[src/rtl/hazard_pkg.sv]
// Shared types for the operand hazard/forwarding unit.
// Slot layout and forwarding mux select encodings.
package hazard_pkg;

    localparam int NREG = 32;
    localparam int RW   = $clog2(NREG);

    localparam logic FWD_M  = 1'b0;
    localparam logic FWD_WB = 1'b1;

    typedef struct packed {
        logic          valid;
        logic [RW-1:0] rd;
        logic          wide;
        logic          load;
    } slot_t;

    // Tag 0 is the hardwired zero register and never matches.
    function automatic logic slot_hit(
        input slot_t         s,
        input logic          en,
        input logic [RW-1:0] rs
    );
        return s.valid && en &&
               (s.rd == rs) && (rs != '0);
    endfunction

endpackage

[src/rtl/hazard_if.sv]
// EX-side control and forwarding-select bundle of the hazard unit.
// master = pipeline control, slave = hazard_unit.
interface hazard_if;
    import hazard_pkg::*;

    logic          hold;
    logic          flush;
    logic          ex_issue;
    logic          ex_wr;
    logic [RW-1:0] ex_rd;
    logic          ex_wide;
    logic          ex_load;
    logic          rs_a_en;
    logic          rs_b_en;
    logic [RW-1:0] rs_a;
    logic [RW-1:0] rs_b;
    logic          rs_a_wide;
    logic          rs_b_wide;
    logic          fwd_a_en;
    logic          fwd_b_en;
    logic          fwd_a_mode;
    logic          fwd_b_mode;
    logic          stall;

    modport master (
        output hold, flush,
        output ex_issue, ex_wr, ex_rd,
        output ex_wide, ex_load,
        output rs_a_en, rs_b_en,
        output rs_a, rs_b,
        output rs_a_wide, rs_b_wide,
        input  fwd_a_en, fwd_b_en,
        input  fwd_a_mode, fwd_b_mode,
        input  stall
    );

    modport slave (
        input  hold, flush,
        input  ex_issue, ex_wr, ex_rd,
        input  ex_wide, ex_load,
        input  rs_a_en, rs_b_en,
        input  rs_a, rs_b,
        input  rs_a_wide, rs_b_wide,
        output fwd_a_en, fwd_b_en,
        output fwd_a_mode, fwd_b_mode,
        output stall
    );

endinterface

[src/rtl/hazard_match.sv]
// One operand's producer match, M-over-WB priority and stall decision.
// Instantiated once per ALU operand against the shared slots.
module hazard_match
    import hazard_pkg::*;
(
    input  slot_t         m_i,
    input  slot_t         wb_i,
    input  logic          en_i,
    input  logic [RW-1:0] rs_i,
    input  logic          wide_i,
    output logic          fwd_en_o,
    output logic          fwd_mode_o,
    output logic          stall_o
);

    logic m_hit;
    logic wb_hit;
    logic unused_wb_load;

    // A load in WB has its data, so its load flag no longer matters.
    assign unused_wb_load = wb_i.load;

    assign m_hit  = slot_hit(m_i, en_i, rs_i);
    assign wb_hit = slot_hit(wb_i, en_i, rs_i);

    always_comb begin
        fwd_en_o   = 1'b0;
        fwd_mode_o = FWD_M;
        stall_o    = 1'b0;
        unique case (1'b1)
            m_hit: begin
                if (m_i.load || (m_i.wide != wide_i)) begin
                    stall_o = 1'b1;
                end else begin
                    fwd_en_o = 1'b1;
                end
            end
            wb_hit && !m_hit: begin
                if (wb_i.wide != wide_i) begin
                    stall_o = 1'b1;
                end else begin
                    fwd_en_o   = 1'b1;
                    fwd_mode_o = FWD_WB;
                end
            end
            default: ;
        endcase
    end

endmodule

[src/rtl/hazard_unit.sv]
// M/WB destination tracking, operand forwarding select and stall.
// HAZARD_STATS_EN adds forward/stall event counters.
module hazard_unit
    import hazard_pkg::*;
(
    input  logic        clk,
    input  logic        rst,
    hazard_if.slave     hz
`ifdef HAZARD_STATS_EN
    ,
    output logic [31:0] fwd_count,
    output logic [31:0] stall_count
`endif
);

    slot_t m_q;
    slot_t m_d;
    slot_t wb_q;
    slot_t wb_d;

    logic stall_a;
    logic stall_b;
    logic stall;

    hazard_match u_match_a (
        .m_i        (m_q),
        .wb_i       (wb_q),
        .en_i       (hz.rs_a_en),
        .rs_i       (hz.rs_a),
        .wide_i     (hz.rs_a_wide),
        .fwd_en_o   (hz.fwd_a_en),
        .fwd_mode_o (hz.fwd_a_mode),
        .stall_o    (stall_a)
    );

    hazard_match u_match_b (
        .m_i        (m_q),
        .wb_i       (wb_q),
        .en_i       (hz.rs_b_en),
        .rs_i       (hz.rs_b),
        .wide_i     (hz.rs_b_wide),
        .fwd_en_o   (hz.fwd_b_en),
        .fwd_mode_o (hz.fwd_b_mode),
        .stall_o    (stall_b)
    );

    assign stall    = stall_a | stall_b;
    assign hz.stall = stall;

    // A stalled or flushed EX instruction leaves a bubble in M.
    always_comb begin
        m_d  = m_q;
        wb_d = wb_q;
        if (!hz.hold) begin
            wb_d       = m_q;
            m_d.valid  = hz.ex_issue & hz.ex_wr &
                         ~hz.flush & ~stall;
            m_d.rd     = hz.ex_rd;
            m_d.wide   = hz.ex_wide;
            m_d.load   = hz.ex_load;
        end
    end

    always_ff @(posedge clk) begin
        if (rst) begin
            m_q  <= '0;
            wb_q <= '0;
        end else begin
            m_q  <= m_d;
            wb_q <= wb_d;
        end
    end

`ifdef HAZARD_STATS_EN
    logic [31:0] fwd_cnt_q;
    logic [31:0] fwd_cnt_d;
    logic [31:0] stall_cnt_q;
    logic [31:0] stall_cnt_d;

    always_comb begin
        fwd_cnt_d   = fwd_cnt_q;
        stall_cnt_d = stall_cnt_q;
        if (!hz.hold) begin
            if (hz.fwd_a_en || hz.fwd_b_en) begin
                fwd_cnt_d = fwd_cnt_q + 32'd1;
            end
            if (stall) begin
                stall_cnt_d = stall_cnt_q + 32'd1;
            end
        end
    end

    always_ff @(posedge clk) begin
        if (rst) begin
            fwd_cnt_q   <= '0;
            stall_cnt_q <= '0;
        end else begin
            fwd_cnt_q   <= fwd_cnt_d;
            stall_cnt_q <= stall_cnt_d;
        end
    end

    assign fwd_count   = fwd_cnt_q;
    assign stall_count = stall_cnt_q;
`endif

endmodule

[src/flat_wrapper.sv]
// flat-port wrapper written by rule: the top's interface ports become plain ports
module hazard_unit_flat import hazard_pkg::*;
  (clk, rst, hz_hold, hz_flush, hz_ex_issue, hz_ex_wr, hz_ex_rd, hz_ex_wide, hz_ex_load, hz_rs_a_en, hz_rs_b_en, hz_rs_a, hz_rs_b, hz_rs_a_wide, hz_rs_b_wide, hz_fwd_a_en, hz_fwd_b_en, hz_fwd_a_mode, hz_fwd_b_mode, hz_stall);
  hazard_if hz_i ();
  input  logic clk;
  input  logic rst;
  input wire logic [$bits(hz_i.hold)-1:0] hz_hold;
  input wire logic [$bits(hz_i.flush)-1:0] hz_flush;
  input wire logic [$bits(hz_i.ex_issue)-1:0] hz_ex_issue;
  input wire logic [$bits(hz_i.ex_wr)-1:0] hz_ex_wr;
  input wire logic [$bits(hz_i.ex_rd)-1:0] hz_ex_rd;
  input wire logic [$bits(hz_i.ex_wide)-1:0] hz_ex_wide;
  input wire logic [$bits(hz_i.ex_load)-1:0] hz_ex_load;
  input wire logic [$bits(hz_i.rs_a_en)-1:0] hz_rs_a_en;
  input wire logic [$bits(hz_i.rs_b_en)-1:0] hz_rs_b_en;
  input wire logic [$bits(hz_i.rs_a)-1:0] hz_rs_a;
  input wire logic [$bits(hz_i.rs_b)-1:0] hz_rs_b;
  input wire logic [$bits(hz_i.rs_a_wide)-1:0] hz_rs_a_wide;
  input wire logic [$bits(hz_i.rs_b_wide)-1:0] hz_rs_b_wide;
  output wire logic [$bits(hz_i.fwd_a_en)-1:0] hz_fwd_a_en;
  output wire logic [$bits(hz_i.fwd_b_en)-1:0] hz_fwd_b_en;
  output wire logic [$bits(hz_i.fwd_a_mode)-1:0] hz_fwd_a_mode;
  output wire logic [$bits(hz_i.fwd_b_mode)-1:0] hz_fwd_b_mode;
  output wire logic [$bits(hz_i.stall)-1:0] hz_stall;
  assign hz_i.hold = hz_hold;
  assign hz_i.flush = hz_flush;
  assign hz_i.ex_issue = hz_ex_issue;
  assign hz_i.ex_wr = hz_ex_wr;
  assign hz_i.ex_rd = hz_ex_rd;
  assign hz_i.ex_wide = hz_ex_wide;
  assign hz_i.ex_load = hz_ex_load;
  assign hz_i.rs_a_en = hz_rs_a_en;
  assign hz_i.rs_b_en = hz_rs_b_en;
  assign hz_i.rs_a = hz_rs_a;
  assign hz_i.rs_b = hz_rs_b;
  assign hz_i.rs_a_wide = hz_rs_a_wide;
  assign hz_i.rs_b_wide = hz_rs_b_wide;
  assign hz_fwd_a_en = hz_i.fwd_a_en;
  assign hz_fwd_b_en = hz_i.fwd_b_en;
  assign hz_fwd_a_mode = hz_i.fwd_a_mode;
  assign hz_fwd_b_mode = hz_i.fwd_b_mode;
  assign hz_stall = hz_i.stall;
  hazard_unit u_core (.clk(clk), .rst(rst), .hz(hz_i));
endmodule
[config.mk]
export PLATFORM = sky130hd
export DESIGN_NAME = hazard_unit_flat
export DESIGN_NICKNAME = d
export VERILOG_FILES = /design/src/rtl/hazard_pkg.sv /design/src/rtl/hazard_if.sv /design/src/rtl/hazard_match.sv /design/src/rtl/hazard_unit.sv /design/src/flat_wrapper.sv
export SDC_FILE = /design/constraint.sdc
export NUM_CORES = 1
export LEC_CHECK = 0
export CORE_MARGIN = 2
export CORE_UTILIZATION = 40
export CTS_CLUSTER_DIAMETER = 30
export DETAILED_ROUTE_END_ITERATION = 6
export PLACE_DENSITY = 0.8
export SLEW_MARGIN = 10
export SYNTH_ARGS = -nofsm -noshare
export SYNTH_HDL_FRONTEND = slang
export SYNTH_SLANG_ARGS = --single-unit
[constraint.sdc]
create_clock -name clk -period 1.82 [get_ports clk]
set_clock_uncertainty 0.1 [all_clocks]
set_input_delay 0.273 -clock clk [delete_from_list [all_inputs] [get_ports clk]]
set_output_delay 0.273 -clock clk [all_outputs]
set_load 0.02 [all_outputs]
==> results.py <==
metrics = {
    "yosys": {
        "synth_flop_cell": "dfxtp_1",
        "avgSynthCellArea_um2": 9.16,
        "netlist_area_um2": 971,
        "synthTopCellsByArea": "dfxtp_1 (31%), mux2i_1 (15%), xnor2_1 (14%), xor2_1 (7.2%), nor2_1 (7.0%)",
        "synthArstFlopShare": 0,
        "synth_seq_cells": 15,
        "synth_cells": 106,
        "yosysSeqAreaShare": 0.309,
        "yosysTopAreaCellShare": 0.309,
        "yosysUniqueCellTypes": 30,
        "synth_common_cells": "nor2_1 (18), xnor2_1 (16), dfxtp_1 (15), mux2i_1 (15), xor2_1 (8)",
        "synth-edff-count": 0,
        "synth_nets": 133,
        "yosysWarnings": 0,
        "synth_area_leader_cell": "dfxtp_1",
        "synth_most_common_cell": "nor2_1",
    },
    "die": {
        "dieHeight_um": 53.3,
        "num_io_pins": 32,
        "core_um2": 2250,
        "start_util": 0.431,
        "dieArea_um2": 2840,
        "rows": 17,
        "die_w_um": 53.3,
    },
    "critical_path": {
        "worstPathArrival_ns": 2.19,
        "critPathSlowestCell": "or4_4",
        "critPathMaxStageDelay_ns": 0.56,
        "cp-end-kind": "primary output",
        "crit_chain": "dlygate4sd2_1 -> or4_4 -> o21ai_4 -> nor4b_1 -> mux2_4 -> or3_4 -> buf_6",
        "crit_path_start_kind": "input pin",
        "crit_required_ns": 1.45,
        "r2r_setup_slack_ns": -0.14,
        "path_max_fanout": 3,
        "critPathKind": "in2out",
    },
    "sta": {
        "finalMaxSlewViolations": 0,
        "max_slew_margin": 0.783,
        "setup_slack_ns": -0.744,
        "rsz0062_at_grt": "yes",
        "fmax_ghz": 0.390,
        "worst_pin_slew_ns": 0.324,
        "setup_viol": 6,
        "fin_crit_ns": 2.56,
        "hold_violations": 0,
        "fin_crit_sh": 1.41,
    },
    "pwr": {
        "p_leak_uw": 0.000761,
        "powerDensity_nw_per_um2": 470,
        "ir_drop_mv": 0.473,
    },
    "place": {
        "routabilityCongestion": 0.881,
        "port_buffers": 31,
        "dp_cells": 195,
        "hpwl_um": 2200,
        "placed_cell_area_um2": 1570,
        "detailedPlace.worstSlack_ns": -1.27,
    },
    "clock_tree": {
        "cts_buffer_depth": 2,
        "insertion_delay_ns": 0.29,
        "cts_hold_repair.buffers": 0,
        "clk_pin_slew_ns": 0.09,
        "cts_root_buffer": "clkbuf_4",
        "numCtsBuffers": 3,
        "cts_tree": "done",
        "h-tree-depth": 1,
        "cts_sinks": 15,
    },
    "global_routing": {
        "antenna_found_initial": 0,
        "grt_max_degree": 11,
        "grt_overflow": 0,
        "grt_pass1_vias": 1029,
        "grt_pass1_wl_um": 4430,
        "track_usage": 0.220,
    },
    "route": {
        "drtIter0Drc": 24,
        "drt_pass1_iterations": 4,
        "wl_per_cell_um": 15.8,
        "drt-vias-per-instance": 5.18,
        "drc": 0,
        "totalWireLength_um": 3190,
        "vias": 1046,
        "ant_nets": 0,
    },
    "finish": {
        "fin_cells": 202,
        "drive_gt1_frac": 0.397,
        "area_growth_syn_to_layout_pct": 78.0,
        "multi_input_area_um2": 771,
        "fin_util": 0.766,
        "antenna_cells": 0,
        "nFillCells": 152,
        "seq_area_um2": 305,
        "fin_area_um2": 1730,
        "nets": 202,
    },
    "worst_hold_path": {
        "hp-class": "reg2reg",
    },
    "flow_run": {
        "maxCapViolCount": 0,
    },
    "status": {
        "violations": "negative setup slack",
        "outcome": "finished, violations left",
    },
}
## kinds of logic after synthesis
family	count (synthesis)	synth area share
simple gates	41	0.231
buf+inv	4	0.0155
compound gates	6	0.0619
flops	15	0.309
mux	16	0.166
xor+xnor	24	0.216
## worst max-delay path: cells and delay by family
family                 cells  cell delay [ns]
AOI/OAI and AO/OA          1             0.19
and+or+nand+nor            3             1.02
buffers and inverters      2             0.41
muxes                      1             0.29
## cell type report
class	count	area share
clock buffer	4	0.0152
inverter	1	0.00217
multi-input combinational	87	0.446
sequential	15	0.177
tap	28	0.0203
timing repair buffer	67	0.340
## stage by stage
stage | hold slack [ns] | power [uW] | TNS [ns]
after floorplan | 0.245 | 456 | -0.246
after global placement | 0.434 | 582 | -5.03
after detailed placement | 0.441 | 589 | -5.37
after CTS | 0.464 | 784 | -1.96
after global routing | 0.483 | 853 | -2.80
final | 0.464 | 813 | -2.45
## power by group
group | switching, uW | total, uW | leakage, uW | internal (uW)
combinational | 106 | 253 | 0.000622 | 147
clock | 115 | 200 | 0.0000150 | 85.2
sequential | 15.4 | 359 | 0.000124 | 344
total | 236 | 813 | 0.000761 | 576
## sequential cells by signal, summed over array words and instances, names as in the netlist
| register | cells |
|---|---|
| u_core.m_q | 8 |
| u_core.wb_q | 7 |
## placed cells by master, fill, tap and decap left out, types with 2 or more instances in the layout
cell,count
buf_4,33
buf_6,8
clkbuf_4,3
clkdlybuf4s50_1,16
dfxtp_1,11
dfxtp_2,4
dlygate4sd2_1,9
mux2i_1,15
nand2_1,4
nand3_1,2
nand4_1,3
nor2_1,18
nor3_2,2
or4_4,2
xnor2_1,12
xnor2_2,4
xor2_1,7
## final timing paths
path | start | to | cells past startpoint
max | hz_rs_b[3] | hz_stall | 7
min | u_core.wb_q[7] | u_core.wb_q[7] | 2
max reg2reg | u_core.m_q[5] | u_core.m_q[7] | 7
min reg2reg | u_core.wb_q[7] | u_core.wb_q[7] | 2
## per-layer routing
metal / wire [um] / GRT usage / part of all wire / vias to the layer above
met3: 83 / 0.0311 / 0.026 / 8
met1: 1430 / 0.242 / 0.45 / 505
met5: 0 / 0 / 0 / -
met2: 1620 / 0.399 / 0.51 / 25
met4: 60 / 0.115 / 0.019 / 0
li1: - / - / - / 508
## timing repair
action,in CTS,in global routing
pin swaps,11,3
endpoints found under the setup margin,6,6
resized for setup,49,16
buffers inserted,2,2
Power figures use the tool's default switching activity.
